**src/rtl/station_cmd_ctrl.sv**
```systemverilog
// station_cmd_ctrl: destination command sequencer with barcode arrival detection and no-barcode watchdog.
// Optional obstacle buzzer divider enabled by defining STATION_CMD_BUZZ_EN.
module station_cmd_ctrl #(
  parameter int TIMEOUT_CYC = 4000000,
  parameter int BUZZ_DIV = 12500
) (
  input  logic       clk,
  input  logic       rst,
  input  logic [7:0] cmd,
  input  logic       cmd_rdy,
  output logic       clr_cmd_rdy,
  input  logic [7:0] ID,
  input  logic       ID_vld,
  output logic       clr_ID_vld,
  input  logic       OK2Move,
  output logic       go,
  output logic       in_transit,
  output logic       arrived,
  output logic       timeout,
  output logic       buzz,
  output logic       buzz_n
);
  localparam int TW = $clog2(TIMEOUT_CYC);
  typedef enum logic {IDLE, TRANSIT} state_t;
  state_t state_q, state_d;
  logic [5:0] dest_q, dest_d;
  logic [TW-1:0] timer_q, timer_d;
  logic clr_cmd_q, clr_cmd_d, clr_id_q, clr_id_d;
  logic arrived_q, arrived_d, timeout_q, timeout_d;
  logic cmd_v, id_v, hit;
  if (TIMEOUT_CYC < 2 || BUZZ_DIV < 1) begin : g_bad_param
    $error("station_cmd_ctrl: TIMEOUT_CYC must be >= 2 and BUZZ_DIV >= 1");
  end
  // An ack in flight masks the still-high request so it is not consumed twice.
  assign cmd_v = cmd_rdy & ~clr_cmd_q;
  assign id_v = ID_vld & ~clr_id_q;
  assign hit = (ID[7:6] == 2'b00) && (ID[5:0] == dest_q);
  assign in_transit = (state_q == TRANSIT);
  assign go = in_transit & OK2Move;
  assign clr_cmd_rdy = clr_cmd_q;
  assign clr_ID_vld = clr_id_q;
  assign arrived = arrived_q;
  assign timeout = timeout_q;
  always_comb begin
    state_d = state_q;
    dest_d = dest_q;
    timer_d = timer_q;
    clr_cmd_d = cmd_v;
    clr_id_d = id_v;
    arrived_d = 1'b0;
    timeout_d = 1'b0;
    if (cmd_v) begin
      if (cmd[7:6] == 2'b01) begin
        state_d = TRANSIT;
        dest_d = cmd[5:0];
        timer_d = '0;
      end else if (cmd[7:6] == 2'b00) state_d = IDLE;
    end else if (id_v) begin
      if (in_transit && hit) begin
        state_d = IDLE;
        arrived_d = 1'b1;
      end else timer_d = '0;
    end else if (go) begin
      if (timer_q == TW'(TIMEOUT_CYC - 1)) begin
        state_d = IDLE;
        timeout_d = 1'b1;
        timer_d = '0;
      end else timer_d = timer_q + 1'b1;
    end
  end
  always_ff @(posedge clk) begin
    if (rst) begin
      state_q <= IDLE;
      dest_q <= '0;
      timer_q <= '0;
      clr_cmd_q <= 1'b0;
      clr_id_q <= 1'b0;
      arrived_q <= 1'b0;
      timeout_q <= 1'b0;
    end else begin
      state_q <= state_d;
      dest_q <= dest_d;
      timer_q <= timer_d;
      clr_cmd_q <= clr_cmd_d;
      clr_id_q <= clr_id_d;
      arrived_q <= arrived_d;
      timeout_q <= timeout_d;
    end
  end
`ifdef STATION_CMD_BUZZ_EN
  localparam int DW = $clog2(BUZZ_DIV + 1);
  logic [DW-1:0] div_q, div_d;
  logic buzz_q, buzz_d, blocked, wrap;
  always_comb begin
    blocked = in_transit & ~OK2Move;
    wrap = (div_q == DW'(BUZZ_DIV - 1));
    div_d = (blocked && !wrap) ? div_q + 1'b1 : '0;
    buzz_d = blocked ? buzz_q ^ wrap : 1'b0;
  end
  always_ff @(posedge clk) begin
    if (rst) begin
      div_q <= '0;
      buzz_q <= 1'b0;
    end else begin
      div_q <= div_d;
      buzz_q <= buzz_d;
    end
  end
  assign buzz = buzz_q;
`else
  assign buzz = 1'b0;
`endif
  assign buzz_n = ~buzz;
endmodule
```
**config.mk**
```make
export PLATFORM = sky130hd
export DESIGN_NAME = station_cmd_ctrl
export DESIGN_NICKNAME = d
export VERILOG_FILES = /design/src/rtl/station_cmd_ctrl.sv
export SDC_FILE = /design/constraint.sdc
export NUM_CORES = 1
export LEC_CHECK = 0
export ABC_AREA = 1
export ABC_CLOCK_PERIOD_IN_PS = 1900
export CORE_MARGIN = 2
export CORE_UTILIZATION = 45
export CTS_CLUSTER_SIZE = 25
export DETAILED_ROUTE_END_ITERATION = 7
export PLACE_DENSITY = 0.67
export SYNTH_ARGS = -nofsm -noshare
export SYNTH_HDL_FRONTEND = slang
export SYNTH_SLANG_ARGS = --single-unit
```
**constraint.sdc**
```tcl
create_clock -name clk -period 1.9 [get_ports clk]
set_clock_uncertainty 0.2 [all_clocks]
set_input_delay 0.19 -clock clk [delete_from_list [all_inputs] [get_ports clk]]
set_output_delay 0.19 -clock clk [all_outputs]
set_load 0.02 [all_outputs]
```
# Word level (Yosys, flattened, before mapping)
# Cells that the tools add are included.
# word_totals
regBits,33
latch_bits,0
mem_bits_rw,0
rom_bits,0
output_inout_bits,8
wordCells,48
memories,0
# classes
add_sub_neg,1
n_mul,0
div_mod_pow,0
n_lt_le_gt_ge,0
n_eq_ne,7
shift,0
n_mux,15
bitwise,7
n_reduce_logical,11
# op_table
operator,count
22-bit two-way mux,6
"22-bit by 1-bit adder with 22-bit output, second input constant",1
"22-bit == test, second input constant",1
1-bit two-way mux,9
6-bit == test,1
3-bit nonzero test,2
2-bit zero test,2
1-bit inverter,4
4-bit AND reduction,1
4-bit OR reduction,1
1-bit AND,3
"3-bit by 1-bit != test with 1-bit output, second input constant",1
"3-bit by 2-bit != test with 1-bit output, second input constant",1
"3-bit != test, second input constant",1
3-bit AND reduction,1
3-bit OR reduction,1
"2-bit by 1-bit == test with 1-bit output, second input constant",1
1-bit logical AND,2
"2-bit by 1-bit != test with 1-bit output, second input constant",1
2-bit AND reduction,1

# Depth between registers and ports, before layout
# Gate-level depths: netlist of the first run.
# depth
word_depth,6
depth_mapped,12

# Worst setup path after synthesis of the first run
# Ideal clock, no wire load.
# synth_timing
kind,reg-to-reg
startpoint,reg timer_q[1]
endpoint,reg timer_q[2]
t_arrival_ns,1.352
required_ns,1.565
slack_ns,0.212
stages_incl_launch_ff,12
synth_period_minus_slack_ns,1.688
path_cell_list,dfxtp_1 ha_1 nand2_2 nor2_2 nand2_2 inv_2 nand3_2 nand2_4 inv_4 buf_8 nand3_2 a21oi_1
# synth_via
elab_chain_len,5
# synth_lines
item,line,source
from (decl),27,"logic [TW-1:0] timer_q, timer_d;"
from (signal assigned),83,timer_q <= timer_d;
22-bit by 1-bit adder with 22-bit output or 22-bit == test (tied branches),"68, 64",
22-bit two-way mux (*),64,if (timer_q == TW'(TIMEOUT_CYC - 1)) begin
22-bit two-way mux (*),63,end else if (go) begin
22-bit two-way mux (*),58,end else if (id_v) begin
22-bit two-way mux (*),52,if (cmd_v) begin
# Every way passes the cells marked *; elsewhere a longest branch is shown, timed or not. The select of a mux whose other input is x is not followed.
# A chain may end at the register's enable or synchronous reset.

# Final worst setup path of the first run
# layout_timing
startpoint,reg timer_q[0]
endpoint,reg timer_q[6]
# Same word-level chain as after synthesis.

==> impl_metrics.json, run 1 <==
{
  "globalRouteOverflowTotal": 0,
  "fp.dieW_microns": 73.56,
  "placed_area_sq_um": 2604,
  "port_buffers": 26,
  "antenna_found_initial": 0,
  "nets": 416,
  "final_common_cell": "nand2_1",
  "synth.area.top_cells": "dfxtp_1 30%, nand2_1 17%, inv_1 8.8%",
  "via_per_inst": 4.933,
  "first_global_vias": 2079,
  "report.final.hold_viol_count": 0,
  "insertion_delay_ns": 0.29,
  "synth_edf_count": 0,
  "first_pass_iters": 4,
  "place_inst": 441,
  "drive_gt1_share_pct": 15.70,
  "async_flop_share_pct": 0,
  "ff2ff_path_depth": 11,
  "drcViolationCount": 0,
  "status": "finished, final reports clean",
  "finalSetupViolations": 0,
  "power_density_nw_per_um2": 586.3,
  "peakVddDrop_mv": 0.4591,
  "post_drt_wl_per_cell_microns": 11.89,
  "coreArea_sq_um": 4692,
  "dr.first_iter.drc_count": 173,
  "crit_type": "reg2reg",
  "cts_tree": "built",
  "grt_start_max_net_pins": 21,
  "antenna_cells": 0,
  "synthDistinctLibCells": 33,
  "synthesis.area_sq_um": 2177,
  "finalWeightedCongestion": 0.8829,
  "synthesis.nets": 374,
  "cap_violations": 0,
  "die_y_microns": 73.56,
  "gr-usage-all-layers_pct": 21.95,
  "whs_ns": 0.2708,
  "startpoint": "timer_q[0]",
  "fmax_mhz": 568.3,
  "netlist_instances": 352,
  "hpwl_microns": 4124,
  "grt_pass1_wl_microns": 9142,
  "cp.required_ns": 1.88,
  "cts_sinks": 33,
  "grt_setup_unrepaired": "true",
  "synth_top_area_share_pct": 30.34,
  "cp_data_arrival_time_ns": 1.74,
  "num_vias": 2215,
  "cp-start-kind": "flop",
  "instances_no_fill": 449,
  "rr_endpoint": "timer_q[6]",
  "critPathCapture": "timer_q[6]",
  "yosysSeqAreaShare_pct": 30.34,
  "final_cell_mix": "100 x nand2_1, 51 x inv_1, 51 x nor2_1",
  "cts_buffers": 5,
  "reg2reg_from": "timer_q[0]",
  "num_io_pins": 29,
  "min-delay-path-class": "reg2reg",
  "yosys_most_used_dff": "dfxtp_1",
  "clk_pin_slew_ns": 0.07,
  "cts_buffer_depth": 2,
  "fill_cells": 491,
  "std_cell_rows": 25,
  "min_period_ns": 1.760,
  "period_share_pct": 92.61,
  "wl_microns": 5340,
  "final_antenna_net_count": 0,
  "synth_area_per_cell_sq_um": 6.185,
  "path_max_fanout": 4,
  "synth.largest_area_cell": "dfxtp_1",
  "start_util_pct": 46.40,
  "final_cell_area_sq_um": 2716,
  "syn_to_final_growth_pct": 24.77,
  "ys_ff_latch": 33,
  "end_kind": "flop",
  "root_buffer": "clkbuf_8",
  "die_area_sq_um": 5410,
  "yosysWarningCount": 0,
  "finalMaxSlewViolations": 0,
  "reg2reg_slack_ns": 0.14,
  "cts_max_level": 2,
  "p_leak_nw": 1.128
}
==> worst max-delay path, cell delays in order (launching register included) <==
cell	delay (ns)
dfxtp_2	0.35
ha_2	0.19
nand2_2	0.07
nor2_4	0.12
nand2_2	0.09
inv_2	0.07
nand3_2	0.09
nand2_4	0.10
buf_4	0.14
nor2_1	0.04
o21ai_0	0.14
nor2_1	0.06
==> sequential cells by signal, indices dropped and copies added, names as in the netlist <==
register and flops:
timeout 1, clr_cmd_rdy 1, arrived 1, clr_ID_vld 1, timer_q 22, dest_q 6, in_transit 1
==> Yosys cell counts (2+ instances only) <==
| master | number |
|---|---|
| nand2_1 | 100 |
| buf_2 | 2 |
| buf_4 | 3 |
| inv_1 | 51 |
| o21ai_1 | 3 |
| nand3_2 | 10 |
| nor4_1 | 2 |
| a21oi_2 | 6 |
| xor2_1 | 2 |
| inv_2 | 2 |
| nand3_1 | 19 |
| o21ai_0 | 12 |
| a21oi_1 | 18 |
| conb_1 | 2 |
| nor2_2 | 4 |
| nor2_1 | 51 |
| nand4_1 | 7 |
| dfxtp_1 | 33 |
| nor3_1 | 2 |
| nand2_2 | 6 |
| clkbuf_1 | 2 |
| nand3b_1 | 2 |
| buf_6 | 3 |
==> cell families (layout without fill, tap and decap cells) <==
logic type / count (synthesis) / after routing / share of synthesized area, %
and+or+nand+nor: 207 / 207 / 43.51
DFF: 33 / 33 / 30.34
xor gates and xnor gates: 3 / 3 / 1.207
buffers and inverters: 66 / 109 / 13.68
AOI/OAI and AO/OA: 40 / 40 / 10.35
adders and majority gates: 1 / 1 / 0.5746
other: 2 / 2 / 0.3450
==> what timing repair did <==
action                     CTS  global route
setup buffers                0             0
gates resized for setup      0             4
hold buffers                 0             0
setup endpoints to repair    0            12
==> where the power goes <==
part | leakage, nW | total (mW) | switching (mW) | internal, mW
Combinational | 0.806 | 0.284 | 0.152 | 0.131
Sequential | 0.268 | 0.714 | 0.00825 | 0.705
Clock | 0.0542 | 0.595 | 0.268 | 0.327
Total | 1.13 | 1.59 | 0.428 | 1.16
==> routing by layer <==
metal | up-vias | part of all wire (%) | global-route usage, %
met4 | 0 | 2.1 | 8.081
met1 | 992 | 47 | 28.91
met2 | 41 | 47 | 35.52
met5 | - | 0 | 0
li1 | 1174 | - | -
met3 | 8 | 4.5 | 4.252
==> through the flow <==
step | power, mW | util [%] | setup TNS, ns | setup WS [ns]
2_1_floorplan | 0.8927 | - | 0 | 0.2123
3_3_place_gp | 1.008 | 55.49 | -0.2143 | -0.03961
3_5_place_dp | 1.013 | 55.49 | -0.4071 | -0.04936
4_1_cts | 1.605 | 57.65 | 0 | 0.02328
5_1_grt | 1.666 | 57.89 | -0.005076 | -0.002940
6_report | 1.593 | 57.89 | 0 | 0.1404
==> how the worst min path moves through the flow <==
stage               startpoint   endpoint  slack, ns  depth (start not counted)
floorplan               cmd[1]  dest_q[1]       0.12                          2
global placement     dest_q[2]  dest_q[2]       0.26                          2
detailed placement   dest_q[0]  dest_q[0]       0.26                          2
CTS                  dest_q[0]  dest_q[0]       0.27                          2
global route         dest_q[4]  dest_q[4]       0.29                          2
finish               dest_q[2]  dest_q[2]       0.27                          2
==> layout make-up <==
cell class                 count  area, sq um  area share [%]
clock inverter                 1        5.005          0.1842
inverter                      55        209.0           7.692
clock buffer                   7        96.34           3.547
tap                           54        67.56           2.487
multi-input combinational    253         1226           45.14
sequential                    33        661.9           24.37
timing repair buffer          46        450.4           16.58
Note: power is estimated with default switching activity, not from simulation.
==> run 2, diff against run 1 <==
--- a/config.mk
+++ b/config.mk
@@ -9,6 +9,7 @@
 export ABC_CLOCK_PERIOD_IN_PS = 1900
 export CORE_MARGIN = 2
 export CORE_UTILIZATION = 45
+export CTS_BUF_LIST = sky130_fd_sc_hd__clkbuf_4 sky130_fd_sc_hd__clkbuf_8 sky130_fd_sc_hd__clkbuf_16
 export CTS_CLUSTER_SIZE = 25
 export DETAILED_ROUTE_END_ITERATION = 7
 export PLACE_DENSITY = 0.67
==> results of run 2 <==
No change in the layout: final DEF, timing and power equal those of run 1.
==> run 3, diff against run 2 <==
--- a/config.mk
+++ b/config.mk
@@ -12,7 +12,9 @@
 export CTS_BUF_LIST = sky130_fd_sc_hd__clkbuf_4 sky130_fd_sc_hd__clkbuf_8 sky130_fd_sc_hd__clkbuf_16
 export CTS_CLUSTER_SIZE = 25
 export DETAILED_ROUTE_END_ITERATION = 7
-export PLACE_DENSITY = 0.67
+export HOLD_SLACK_MARGIN = 0.02
+export PLACE_DENSITY_LB_ADDON = 0.15
+export SLEW_MARGIN = 5
 export SYNTH_ARGS = -nofsm -noshare
 export SYNTH_HDL_FRONTEND = slang
 export SYNTH_SLANG_ARGS = --single-unit
==> run 3 against run 2 <==
  * Register-to-register slack improved by 0.02 ns
  * Worst hold slack got worse by 0.0044 ns
  * Wire length fell by 3.1%
  * Clock-buffer cell count did not move
  * Non-clock buffer count fell by 2
  * Utilization rose by 0.13 points
  * Critical path depth did not move
  * Cell area rose by 0.23%
==> impl_metrics.json, run 3 (synthesis results as in run 1) <==
{
  "post_drt_wl_per_cell_microns": 11.58,
  "reg2reg_from": "timer_q[1]",
  "first_pass_iters": 4,
  "reg2reg_slack_ns": 0.16,
  "antenna_found_initial": 0,
  "coreArea_sq_um": 4692,
  "first_global_vias": 2000,
  "min-delay-path-class": "reg2reg",
  "min_period_ns": 1.744,
  "start_util_pct": 46.40,
  "cap_violations": 0,
  "syn_to_final_growth_pct": 25.06,
  "wl_met3_microns": 242,
  "drcViolationCount": 0,
  "cts_buffer_depth": 2,
  "fmax_mhz": 573.6,
  "nets": 414,
  "gr-usage-all-layers_pct": 21.45,
  "drive_gt1_share_pct": 15.27,
  "cts_buffers": 5,
  "min_to": "dest_q[2]",
  "peakVddDrop_mv": 0.3233,
  "globalRouteOverflowTotal": 0,
  "die_y_microns": 73.56,
  "cp-start-kind": "flop",
  "grt_pass1_wl_microns": 8949,
  "antenna_cells": 0,
  "dr.first_iter.drc_count": 182,
  "worst_path_largest_cell_delay_ns": 0.35,
  "cts_max_level": 2,
  "root_buffer": "clkbuf_8",
  "path_max_fanout": 5,
  "fp.dieW_microns": 73.56,
  "cts_tree": "built",
  "maxUsedRoutingLayer": "met4",
  "top_regs": "timer_q: 22 flops, dest_q: 6 flops",
  "report.final.hold_viol_count": 0,
  "std_cell_rows": 25,
  "final_common_cell": "nand2_1",
  "via_per_inst": 4.904,
  "ff2ff_path_depth": 11,
  "power_density_nw_per_um2": 628.6,
  "insertion_delay_ns": 0.30,
  "path_cells": "ha_2, nand2_2, nor2_4, nand2_2, inv_2, nand3_2, nand2_4, buf_12, nor2_1, o21ai_0, nor2_1",
  "grt_setup_unrepaired": "true",
  "port_buffers": 26,
  "met2WireLength_microns": 2615,
  "fill_cells": 475,
  "die_area_sq_um": 5410,
  "num_io_pins": 29,
  "wl_microns": 5177,
  "hold_path_depth": 2,
  "crit_type": "reg2reg",
  "p_leak_nw": 1.126,
  "crit_slowest_cell": "dfxtp_1",
  "num_vias": 2192,
  "cp.required_ns": 1.88,
  "finalSetupViolations": 0,
  "wl_met1_microns": 2234,
  "dp_slack_ns": -0.1017,
  "largest_reg_flops": 22,
  "cp_data_arrival_time_ns": 1.73,
  "regMostFlops": "timer_q",
  "hold_start": "dest_q[2]",
  "finalMaxSlewViolations": 0,
  "rr_endpoint": "timer_q[12]",
  "cp_top_family": "simple AND/OR/NAND/NOR gates",
  "grt_start_max_net_pins": 21,
  "final_cell_mix": "100 x nand2_1, 51 x inv_1, 51 x nor2_1",
  "finalWeightedCongestion": 0.9282,
  "cts_sinks": 33,
  "path_buf_inv": 2,
  "hpwl_microns": 3934,
  "whs_ns": 0.2664,
  "final_antenna_net_count": 0,
  "end_kind": "flop",
  "cts_hold_buf": 0,
  "worst_slack_ns": 0.1565,
  "status": "finished, final reports clean",
  "period_share_pct": 91.76,
  "clk_pin_slew_ns": 0.07
}
==> run 3: cell types whose count changed in the layout (fill, tap and decap cells not counted), sizes merged <==
cell | previous run | this run
bufinv | 0 | 1
clkinv | 2 | 1
buf | 20 | 18
==> run 3: repair_timing <==
item                       4_1_cts  5_1_grt
hold endpoints to repair         0        0
setup buffers                    0        0
gates resized for setup          0        6
setup endpoints to repair        0       11
==> run 3: layer usage <==
metal / global-route usage [%] / vias up
met2: 36.71 / 52
met5: 0 / -
li1: - / 1167
met4: 7.475 / 0
met3: 4.390 / 9
met1: 26.54 / 964
==> run 3: cell type report <==
cell class / count / area, sq um / share of cell area [%]
Clock buffer: 7 / 90.09 / 3.309
Tap cell: 54 / 67.56 / 2.482
Inverter: 55 / 211.5 / 7.767
Clock inverter: 1 / 30.03 / 1.103
Multi-Input combinational cell: 253 / 1226 / 45.04
Sequential cell: 33 / 661.9 / 24.31
Timing Repair Buffer: 44 / 435.4 / 15.99
==> run 3: report_power, final <==
part           internal (mW)  switching [mW]
logic                  0.130           0.150
registers              0.705         0.00836
clock network          0.442           0.276
==> run 3: how the worst max path moves through the flow <==
| stage | startpoint | end | depth (start not counted) |
|---|---|---|---|
| global placement | ID[2] | timer_q[12] | 13 |
| global route | timer_q[1] | timer_q[9] | 12 |
| finish | timer_q[1] | timer_q[12] | 11 |
| detailed placement | ID[2] | timer_q[12] | 13 |
| CTS | in_transit | go | 3 |
| floorplan | timer_q[1] | timer_q[2] | 11 |
==> run 3: metrics by stage <==
step / setup TNS (ns) / power (mW) / utilization [%] / instances / cell area (sq um)
floorplan: 0 / 0.8927 / - / 352 / 2177
global placement: -0.4866 / 1.006 / 55.17 / 439 / 2589
global route: -0.01931 / 1.788 / 58.03 / 447 / 2723
detailed placement: -1.377 / 1.010 / 55.17 / 439 / 2589
finish: 0 / 1.711 / 58.03 / 447 / 2723
CTS: 0 / 1.733 / 57.73 / 447 / 2709
==> run 3: worst min-delay path: cells and delay by family (launching register included) <==
kind,cells,cell delay [ns]
flip-flops,1,0.31
buffers and inverters,1,0.06
AO/OA/AOI/OAI,1,0.05
